===== src/rtl/byte_serial_adder_pkg.sv =====
// ---------------------------------------------------------------------------
// byte_serial_adder_pkg
// Shared definitions for the byte-serial adder and its testbench:
//   - BYTE_W  : width of one operand byte (the per-cycle datapath width)
//   - state_t : FSM state encodings (IDLE, ADD, DONE)
// ---------------------------------------------------------------------------
package byte_serial_adder_pkg;

    // Width of the slice added each cycle.
    localparam int BYTE_W = 8;

    // Controller states.
    // IDLE waits for start.
    // ADD walks the bytes, least significant first.
    // DONE is the single cycle after the last byte.
    typedef enum logic [1:0] {
        IDLE = 2'd0,
        ADD  = 2'd1,
        DONE = 2'd2
    } state_t;

endpackage


===== src/rtl/byte_serial_adder_eight_bit_adder.sv =====
// ---------------------------------------------------------------------------
// eight_bit_adder
// Purely combinational 8-bit adder with carry in/out. This is the per-byte
// datapath of byte_serial_adder.
// Ports:
//   a     [7:0] in  : first addend byte
//   b     [7:0] in  : second addend byte
//   c           in  : carry-in
//   sum   [7:0] out : (a + b + c) mod 256
//   carry       out : carry-out of the byte addition
// ---------------------------------------------------------------------------
module eight_bit_adder
    import byte_serial_adder_pkg::*;
(
    input  logic [BYTE_W-1:0] a,
    input  logic [BYTE_W-1:0] b,
    input  logic              c,
    output logic [BYTE_W-1:0] sum,
    output logic              carry
);

    // Widen by one bit so the carry-out falls out of the top of the sum.
    logic [BYTE_W:0] full_sum;

    always_comb begin
        full_sum = {1'b0, a} + {1'b0, b} + {{BYTE_W{1'b0}}, c};
        sum      = full_sum[BYTE_W-1:0];
        carry    = full_sum[BYTE_W];
    end

endmodule


===== src/rtl/byte_serial_adder.sv =====
// ---------------------------------------------------------------------------
// byte_serial_adder
// Adds two NBYTES-byte operands one byte per clock, using a single 8-bit
// adder. Operands and carry-in are latched when start is accepted, so the
// inputs may change freely while the addition is in progress.
//
// Timing, for start sampled at edge N:
//   - busy is high after edges N .. N+NBYTES-1.
//   - The final result and cout are complete after edge N+NBYTES.
//   - done pulses for one cycle after edge N+NBYTES+1.
//
// Ports:
//   clk                   in  : clock, rising edge
//   rst_n                 in  : asynchronous active-low reset
//   start                 in  : add request, only looked at in IDLE
//   op_a   [8*NBYTES-1:0] in  : first operand
//   op_b   [8*NBYTES-1:0] in  : second operand
//   cin                   in  : carry into byte 0
//   busy                  out : high while bytes are being added
//   done                  out : one-cycle completion pulse
//   result [8*NBYTES-1:0] out : registered sum (mod 2^(8*NBYTES))
//   cout                  out : registered carry out of the top byte
// ---------------------------------------------------------------------------
module byte_serial_adder
    import byte_serial_adder_pkg::*;
#(
    parameter int NBYTES = 4
) (
    input  logic                     clk,
    input  logic                     rst_n,
    input  logic                     start,
    input  logic [BYTE_W*NBYTES-1:0] op_a,
    input  logic [BYTE_W*NBYTES-1:0] op_b,
    input  logic                     cin,
    output logic                     busy,
    output logic                     done,
    output logic [BYTE_W*NBYTES-1:0] result,
    output logic                     cout
);

    localparam int OP_W  = BYTE_W * NBYTES;
    // Keep the index at least one bit wide so NBYTES=1 still elaborates.
    localparam int IDX_W = (NBYTES > 1) ? $clog2(NBYTES) : 1;
    localparam logic [IDX_W-1:0] LAST_IDX = IDX_W'(NBYTES - 1);

    state_t            state;
    logic [OP_W-1:0]   a_reg;
    logic [OP_W-1:0]   b_reg;
    logic              carry_reg;
    logic [IDX_W-1:0]  idx;

    logic [BYTE_W-1:0] a_byte;
    logic [BYTE_W-1:0] b_byte;
    logic [BYTE_W-1:0] byte_sum;
    logic              byte_carry;

    // Select the current byte of each latched operand for the shared adder.
    always_comb begin
        a_byte = a_reg[BYTE_W*int'(idx) +: BYTE_W];
        b_byte = b_reg[BYTE_W*int'(idx) +: BYTE_W];
    end

    eight_bit_adder u_eight_bit_adder (
        .a     (a_byte),
        .b     (b_byte),
        .c     (carry_reg),
        .sum   (byte_sum),
        .carry (byte_carry)
    );

    // Controller plus datapath registers.
    // busy is raised on the accepting edge and dropped on the edge that leaves ADD.
    // done is raised on the edge that leaves DONE, so it lands in the first IDLE cycle.
    // A start held high in that cycle is accepted on the next edge. That same edge
    // clears done, so busy and done are never high at the same time.
    always_ff @(posedge clk or negedge rst_n) begin
        if (!rst_n) begin
            state     <= IDLE;
            a_reg     <= '0;
            b_reg     <= '0;
            carry_reg <= 1'b0;
            idx       <= '0;
            result    <= '0;
            cout      <= 1'b0;
            busy      <= 1'b0;
            done      <= 1'b0;
        end else begin
            case (state)
                IDLE: begin
                    done <= 1'b0;
                    if (start) begin
                        a_reg     <= op_a;
                        b_reg     <= op_b;
                        carry_reg <= cin;
                        idx       <= '0;
                        result    <= '0;
                        cout      <= 1'b0;
                        busy      <= 1'b1;
                        state     <= ADD;
                    end
                end
                ADD: begin
                    result[BYTE_W*int'(idx) +: BYTE_W] <= byte_sum;
                    carry_reg <= byte_carry;
                    idx       <= idx + IDX_W'(1);
                    if (idx == LAST_IDX) begin
                        cout  <= byte_carry;
                        busy  <= 1'b0;
                        state <= DONE;
                    end
                end
                DONE: begin
                    done  <= 1'b1;
                    state <= IDLE;
                end
                default: begin
                    busy  <= 1'b0;
                    done  <= 1'b0;
                    state <= IDLE;
                end
            endcase
        end
    end

endmodule


===== config.mk =====
export PLATFORM = sky130hd
export DESIGN_NAME = byte_serial_adder
export DESIGN_NICKNAME = d
export VERILOG_FILES = /design/src/rtl/byte_serial_adder_pkg.sv /design/src/rtl/byte_serial_adder_eight_bit_adder.sv /design/src/rtl/byte_serial_adder.sv
export SDC_FILE = /design/constraint.sdc
export NUM_CORES = 1
export LEC_CHECK = 0
export BUFFER_PORTS_ARGS = -buffer_cell sky130_fd_sc_hd__buf_2
export CELL_PAD_IN_SITES_DETAIL_PLACEMENT = 1
export CELL_PAD_IN_SITES_GLOBAL_PLACEMENT = 1
export CORE_UTILIZATION = 38
export CTS_CLUSTER_DIAMETER = 50
export DETAILED_ROUTE_END_ITERATION = 16
export GPL_TIMING_DRIVEN = 0
export PLACE_DENSITY = 0.74
export SKIP_LAST_GASP = 1
export SLEW_MARGIN = 10
export SYNTH_ARGS = -nofsm -noshare
export SYNTH_HDL_FRONTEND = slang
export SYNTH_SLANG_ARGS = --single-unit

===== constraint.sdc =====
create_clock -name clk -period 2.5 [get_ports clk]
set_input_delay 0 -clock clk [delete_from_list [all_inputs] [get_ports clk]]
set_output_delay 0 -clock clk [all_outputs]
set_load 0.02 [all_outputs]

==> reports/metrics.yaml, run 1 <==
outcome: "finished, violations left"
violations: "negative setup slack"
ys_types: 38
hp-class: "input pin to async pin"
place_hpwl_um: 9420
fmax_ghz: 0.351
via_count: 4201
cp_max_fo: 7
crit_chain: "buf_12, mux4_2, fa_2, inv_2, fa_2, nor2b_2, o2111ai_1, o211ai_1, xor2_2, a22o_1"
critPathSlowestCell: "mux4_2"
synthToLayoutAreaGrowth_pct: 44.1
gp_congestion: 0.781
clockRootBuffer: "clkbuf_16"
rows: 40
drt_iter0_drc: 197
yosysMostFrequentCell: "nand2_1"
rsz0062_at_grt: "true"
dieHeight_um: 113
p_leak_uw: 0.00344
whs_ps: 81.3
h-tree-depth: 3
fillers: 1331
start_util: 0.389
synth_compound_area_frac: 0.0949
yosysTopAreaCellShare: 0.558
netSwitchingFraction: 0.445
synth_area_um2: 4670
synthAdderAreaFrac: 0.0381
drv_slew: 0
p_int_uw: 6150
core_area_um2: 12000
grt_usage: 0.258
crit_type: "flip-flop to flip-flop"
clk-insertion-delay-late_ps: 350
synth_fp_nets: 533
start_kind: "flip-flop"
finalSetupViolations: 18
floorplan.die_area_um2: 12700
maxSlewHeadroom: 0.541
cp_common_cell: "fa_2"
critPathMaxStageDelay_ps: 550
setup_ws_ps: -353
grt_pass1_wl_um: 24800
vias_per_cell: 5.23
grt_max_degree: 79
grt_pass1_vias: 4748
p_sw_uw: 4920
cts_tree: "yes"
synth_cells: 452
combPwrFrac: 0.619
peakVddDrop_mv: 0.725
io_pins: 103
fin_skew_ps: 8.11
synth_area_leader_cell: "dfrtp_1"
finalSetupTns_ps: -4470
wire_per_inst_um: 19.5
max_slew.worst_pin.slew_ps: 689
num-nets-final: 734
seq_power_share: 0.261
finalHoldViolCount: 0
period_share: 1.14
grt_use_met2: 0.452
first_pass_iters: 5
synth-edff-count: 0
grt.overflow.total: 0
grt_util_met1: 0.316
min_period_ps: 2850
synth.avg_cell_area_um2: 10.3
synthMuxAreaShare: 0.0772
antenna_found_initial: 0
synth-xor-area-share: 0.00938
clkSinkCount: 104
synth_warnings: 0
pwr-share-clk: 0.120
ys_top_cells_by_area: "dfrtp_1, nand2_1, mux4_2"
finalWirelength_um: 15600
ys_top_cells_by_count: "nand2_1, dfrtp_1, a22o_1"
drv_cap: 0
crit_required_ps: 2740
diodes: 0
drive_gt1_frac: 0.299
end_kind: "flip-flop"
synth_seq_cells: 104
synth-async-reset-ratio: 1.00
antenna_left: 0
synth_top_family_by_area: "simple AND/OR/NAND/NOR gates"
yosys.area_share.simple: 0.192
synth_flop_cell: "dfrtp_1"
numPortBuffers: 102
ys_seq_area_frac: 0.558
drc: 0
clk_pin_slew_ps: 70
die_w_um: 113
grt-busiest-layer: "met2"
numCtsBuffers: 9
clockBufferDepth: 2
use_met3: 0.0305
arrival_ps: 3090
powerDensity_nw_per_um2: 1650
[critical path: cells and delay by family, from the launching register on]
kind | cells | cell delay [ps]
AO/OA/AOI/OAI | 3 | 700
XOR/XNOR | 1 | 240
adder cells (fa/ha/maj) | 2 | 610
buffers and inverters | 2 | 200
flip-flops | 1 | 390
multiplexers | 1 | 550
AND/OR/NAND/NOR | 1 | 60
[placed cells by master (no fill, tap or decap), drive strengths merged, types with 2 or more instances in the layout]
cell,Yosys,final
o211ai,2,2
ha,11,11
o31ai,2,2
nor2,5,5
mux4,16,16
nor2b,2,2
dlygate4sd3,0,67
clkbuf,9,19
a21oi,7,7
xnor2,4,4
inv,12,13
buf,12,135
nand2,204,204
a21o,2,2
fa,2,2
o21ai,12,12
dfrtp,104,104
a22o,28,28
a211oi,2,2
nor3,2,2
clkinv,0,2
[final cells by class]
cell class	count	area (µm²)	share of cell area
clock buffer	10	239	0.0355
tap	147	184	0.0273
sequential	104	2600	0.387
inverter	12	45.0	0.00670
clock inverter	4	30.0	0.00447
multi-input combinational	315	2110	0.313
buffer	20	121	0.0180
timing repair buffer	191	1400	0.208
[stage by stage]
stage               instances  total power [µW]  instance area [µm²]   util  setup WS, ps
floorplan                 452              6140                 4690      -          -126
global placement          701              7470                 5380  0.448          -651
detailed placement        702              7760                 5410  0.451          -802
CTS                       799             10400                 6670  0.555          -240
global route              803             11700                 6730  0.560          -384
finish                    803             11100                 6730  0.560          -353
[layer usage]
layer | up-vias | part of all wire
li1 | 1901 | -
met1 | 2133 | 0.42
met2 | 129 | 0.51
met3 | 38 | 0.037
met4 | 0 | 0.035
met5 | - | 0
[final timing paths]
path | start | endpoint | slack, ps | cells after the start
min reg2reg | a_reg[28]$_DFFE_PN0P_ | a_reg[28]$_DFFE_PN0P_ | 480 | 2
max reg2reg | idx[0]$_DFFE_PN0P_ | result[6]$_DFFE_PN0P_ | -350 | 10
max | idx[0]$_DFFE_PN0P_ | result[6]$_DFFE_PN0P_ | -350 | 10
min | rst_n | a_reg[6]$_DFFE_PN0P_ | 80 | 2
min in group clk | op_b[9] | b_reg[9]$_DFFE_PN0P_ | 370 | 4
max in group asynchronous | rst_n | idx[0]$_DFFE_PN0P_ | 1760 | 3
[cell families (layout without fill, tap and decap cells)]
kind of cell / count (synthesis) / count (layout)
and+or+nand+nor: 221 / 221
AOI/OAI and AO/OA: 60 / 60
adders and majority gates: 13 / 13
DFF: 104 / 104
xor gates and xnor gates: 5 / 5
buffers and inverters: 33 / 237
muxes: 16 / 16
[what timing repair did]
item | in CTS | in global routing
buffers inserted | 15 | 5
hold buffers | 67 | 0
pin swaps | 19 | 17
gates cloned | 1 | 0
setup endpoints to repair | 34 | 23
endpoints found under the hold margin | 170 | 0
resized for setup | 30 | 5
[power by group through the flow]
stage                     Clock, µW  Sequential (µW)  Combinational [µW]
after floorplan                   0             3050                3100
after global placement            0             2870                4600
after detailed placement          0             2910                4840
after CTS                      1340             2880                6140
after global routing           1400             2980                7340
final                          1330             2890                6850
Note: power is estimated with default switching activity, not from simulation.
==> run 2, diff against run 1 <==
==> constraint.sdc (replaced) <==
create_clock -name clk -period 2.5 [get_ports clk]
set_input_delay 0.5 -clock clk [delete_from_list [all_inputs] [get_ports clk]]
set_output_delay 0.5 -clock clk [all_outputs]
set_load 0.02 [all_outputs]
==> reports/metrics.yaml, run 2 (synthesized netlist as in run 1, its figures left out) <==
final_cells: 736  # -8.3%
pwr-share-clk: 0.122  # +0.002
clkSinkCount: 104  # unchanged
via_count: 3853  # -8.3%
cp_num_buf_inv: 2  # unchanged
io_pins: 103  # unchanged
clk-insertion-delay-late_ps: 350  # about the same
crit_required_ps: 2730  # about the same
dieHeight_um: 113  # unchanged
dp_cells: 702  # unchanged
fmax_ghz: 0.357  # +1.8%
seq_power_share: 0.266  # +0.005
critPathSlowestCell: "mux4_2"
cp_top_family: "compound AO/OA/AOI/OAI gates"
critPathMaxStageDelay_ps: 540  # about the same
h-tree-depth: 3  # unchanged
antenna_found_initial: 0  # unchanged
crit_chain: "buf_12, mux4_2, fa_2, inv_2, fa_2, nor2b_2, o2111ai_1, o211ai_1, xor2_2, a22o_1"
p_int_uw: 6090  # -0.96%
fin_skew_ps: 9.05  # +0.940 ps
p_leak_uw: 0.00317  # -8.0%
netSwitchingFraction: 0.440  # -0.00481
drv_cap: 0  # unchanged
cp_common_cell: "fa_2"
clk_pin_slew_ps: 70  # about the same
cp_max_fo: 7  # unchanged
clockBufferDepth: 2  # unchanged
combPwrFrac: 0.612  # -0.007
violations: "negative setup slack"
gp_congestion: 0.781  # unchanged
place_hpwl_um: 9420  # unchanged
drv_slew: 0  # unchanged
fillers: 1359  # +2.1%
grt_usage: 0.236  # -0.0218
grt.overflow.total: 0  # unchanged
end_kind: "flip-flop"
vias_per_cell: 5.24  # about the same
finalHoldViolCount: 0  # unchanged
grt_pass1_wl_um: 22600  # -9.1%
arrival_ps: 3040  # -50 ps
die_w_um: 113  # unchanged
peakVddDrop_mv: 0.724  # -0.15%
register_area_um2: 2600  # unchanged
core_area_um2: 12000  # unchanged
dp_slack_ps: -802  # unchanged
wire_per_inst_um: 19.1  # -2.1%
period_share: 1.12  # -0.0201
p_sw_uw: 4780  # -2.9%
drc: 0  # unchanged
min_period_ps: 2800  # -50.2 ps
floorplan.die_area_um2: 12700  # unchanged
clockRootBuffer: "clkbuf_16"
antenna_left: 0  # unchanged
rows: 40  # unchanged
crit_type: "flip-flop to flip-flop"
first_pass_iters: 4  # -1
grt_max_degree: 79  # unchanged
hp-class: "input pin to async pin"
max_slew.worst_pin.slew_ps: 663  # -25.8 ps
outcome: "finished, violations left"
layout_commonest_cell: "nand2_1"
numPortBuffers: 102  # unchanged
rsz0062_at_grt: "true"
start_kind: "flip-flop"
finalSetupViolations: 18  # unchanged
maxSlewHeadroom: 0.558  # +0.0172
synthToLayoutAreaGrowth_pct: 30.0
start_util: 0.389  # unchanged
multi_input_area_um2: 2110  # unchanged
finalWirelength_um: 14000  # -10%
numCtsBuffers: 9  # unchanged
setup_ws_ps: -302  # +50.2 ps
cts_tree: "yes"
powerDensity_nw_per_um2: 1790  # +8.8%
diodes: 0  # unchanged
num-nets-final: 667  # -9.1%
drt_iter0_drc: 210  # +6.6%
grt_pass1_vias: 4272  # -10%
final_cell_mix: "nand2_1, buf_2, dfrtp_1"
drive_gt1_frac: 0.333  # +0.0340
==> run 2: timing repair <==
action                                  4_1_cts  5_1_grt
buffers inserted                             15        4
pin swaps                                    19       15
endpoints found under the hold margin         0        0
hold buffers                                  0        0
gates cloned                                  1        0
endpoints found under the setup margin       34       23
gates resized for setup                      30        5
==> run 2: area by class of cell <==
| type | count | share of cell area |
|---|---|---|
| multi-input cells | 315 | 0.347 |
| well taps | 147 | 0.0303 |
| inverters | 12 | 0.00742 |
| clock inverters | 4 | 0.00495 |
| flip-flops and latches | 104 | 0.429 |
| plain buffers | 21 | 0.0233 |
| repair buffers | 123 | 0.118 |
| clock buffers | 10 | 0.0394 |
==> run 2: routing by layer <==
metal | track usage | share of wire
met1 | 0.298 | 0.42
met2 | 0.411 | 0.50
met3 | 0.0284 | 0.048
met4 | 0.0969 | 0.027
met5 | 0 | 0
==> run 2: final timing paths <==
check / slack [ps] / end / startpoint / depth (start not counted)
max: -300 / result[6]$_DFFE_PN0P_ / idx[0]$_DFFE_PN0P_ / 10
min: 10 / a_reg[6]$_DFFE_PN0P_ / rst_n / 1
max reg2reg: -300 / result[6]$_DFFE_PN0P_ / idx[0]$_DFFE_PN0P_ / 10
min reg2reg: 480 / b_reg[12]$_DFFE_PN0P_ / b_reg[12]$_DFFE_PN0P_ / 2
max in group asynchronous: 1820 / idx[0]$_DFFE_PN0P_ / rst_n / 2
min in group clk: 340 / b_reg[9]$_DFFE_PN0P_ / op_b[9] / 3
==> run 2: through the flow <==
stage	instance area (µm²)	setup TNS [ps]	util	hold WS [ps]	power, µW
after CTS	5990	-2620	0.499	26.1	10300
after detailed placement	5410	-15100	0.451	392	7760
after global placement	5380	-31470	0.448	452	7470
final	6070	-3900	0.505	11.5	10900
after global routing	6070	-5010	0.505	30.2	11600
after floorplan	4690	-991	-	204	6140
==> run 2: power by group through the flow <==
| stage | Sequential [µW] | Clock (µW) | Combinational, µW |
|---|---|---|---|
| final | 2890 | 1330 | 6650 |
| after global routing | 2990 | 1410 | 7180 |
| after CTS | 2880 | 1340 | 6060 |
| after detailed placement | 2910 | 0 | 4840 |
| after global placement | 2870 | 0 | 4600 |
| after floorplan | 3050 | 0 | 3100 |
==> run 2: worst register-to-register path, stage by stage (launching register included) <==
cell and delay [ps]:
dfrtp_2 390, buf_12 130, mux4_2 540, fa_2 390, inv_2 70, fa_2 200, nor2b_2 50, o2111ai_1 200
o211ai_1 240, xor2_2 240, a22o_1 250
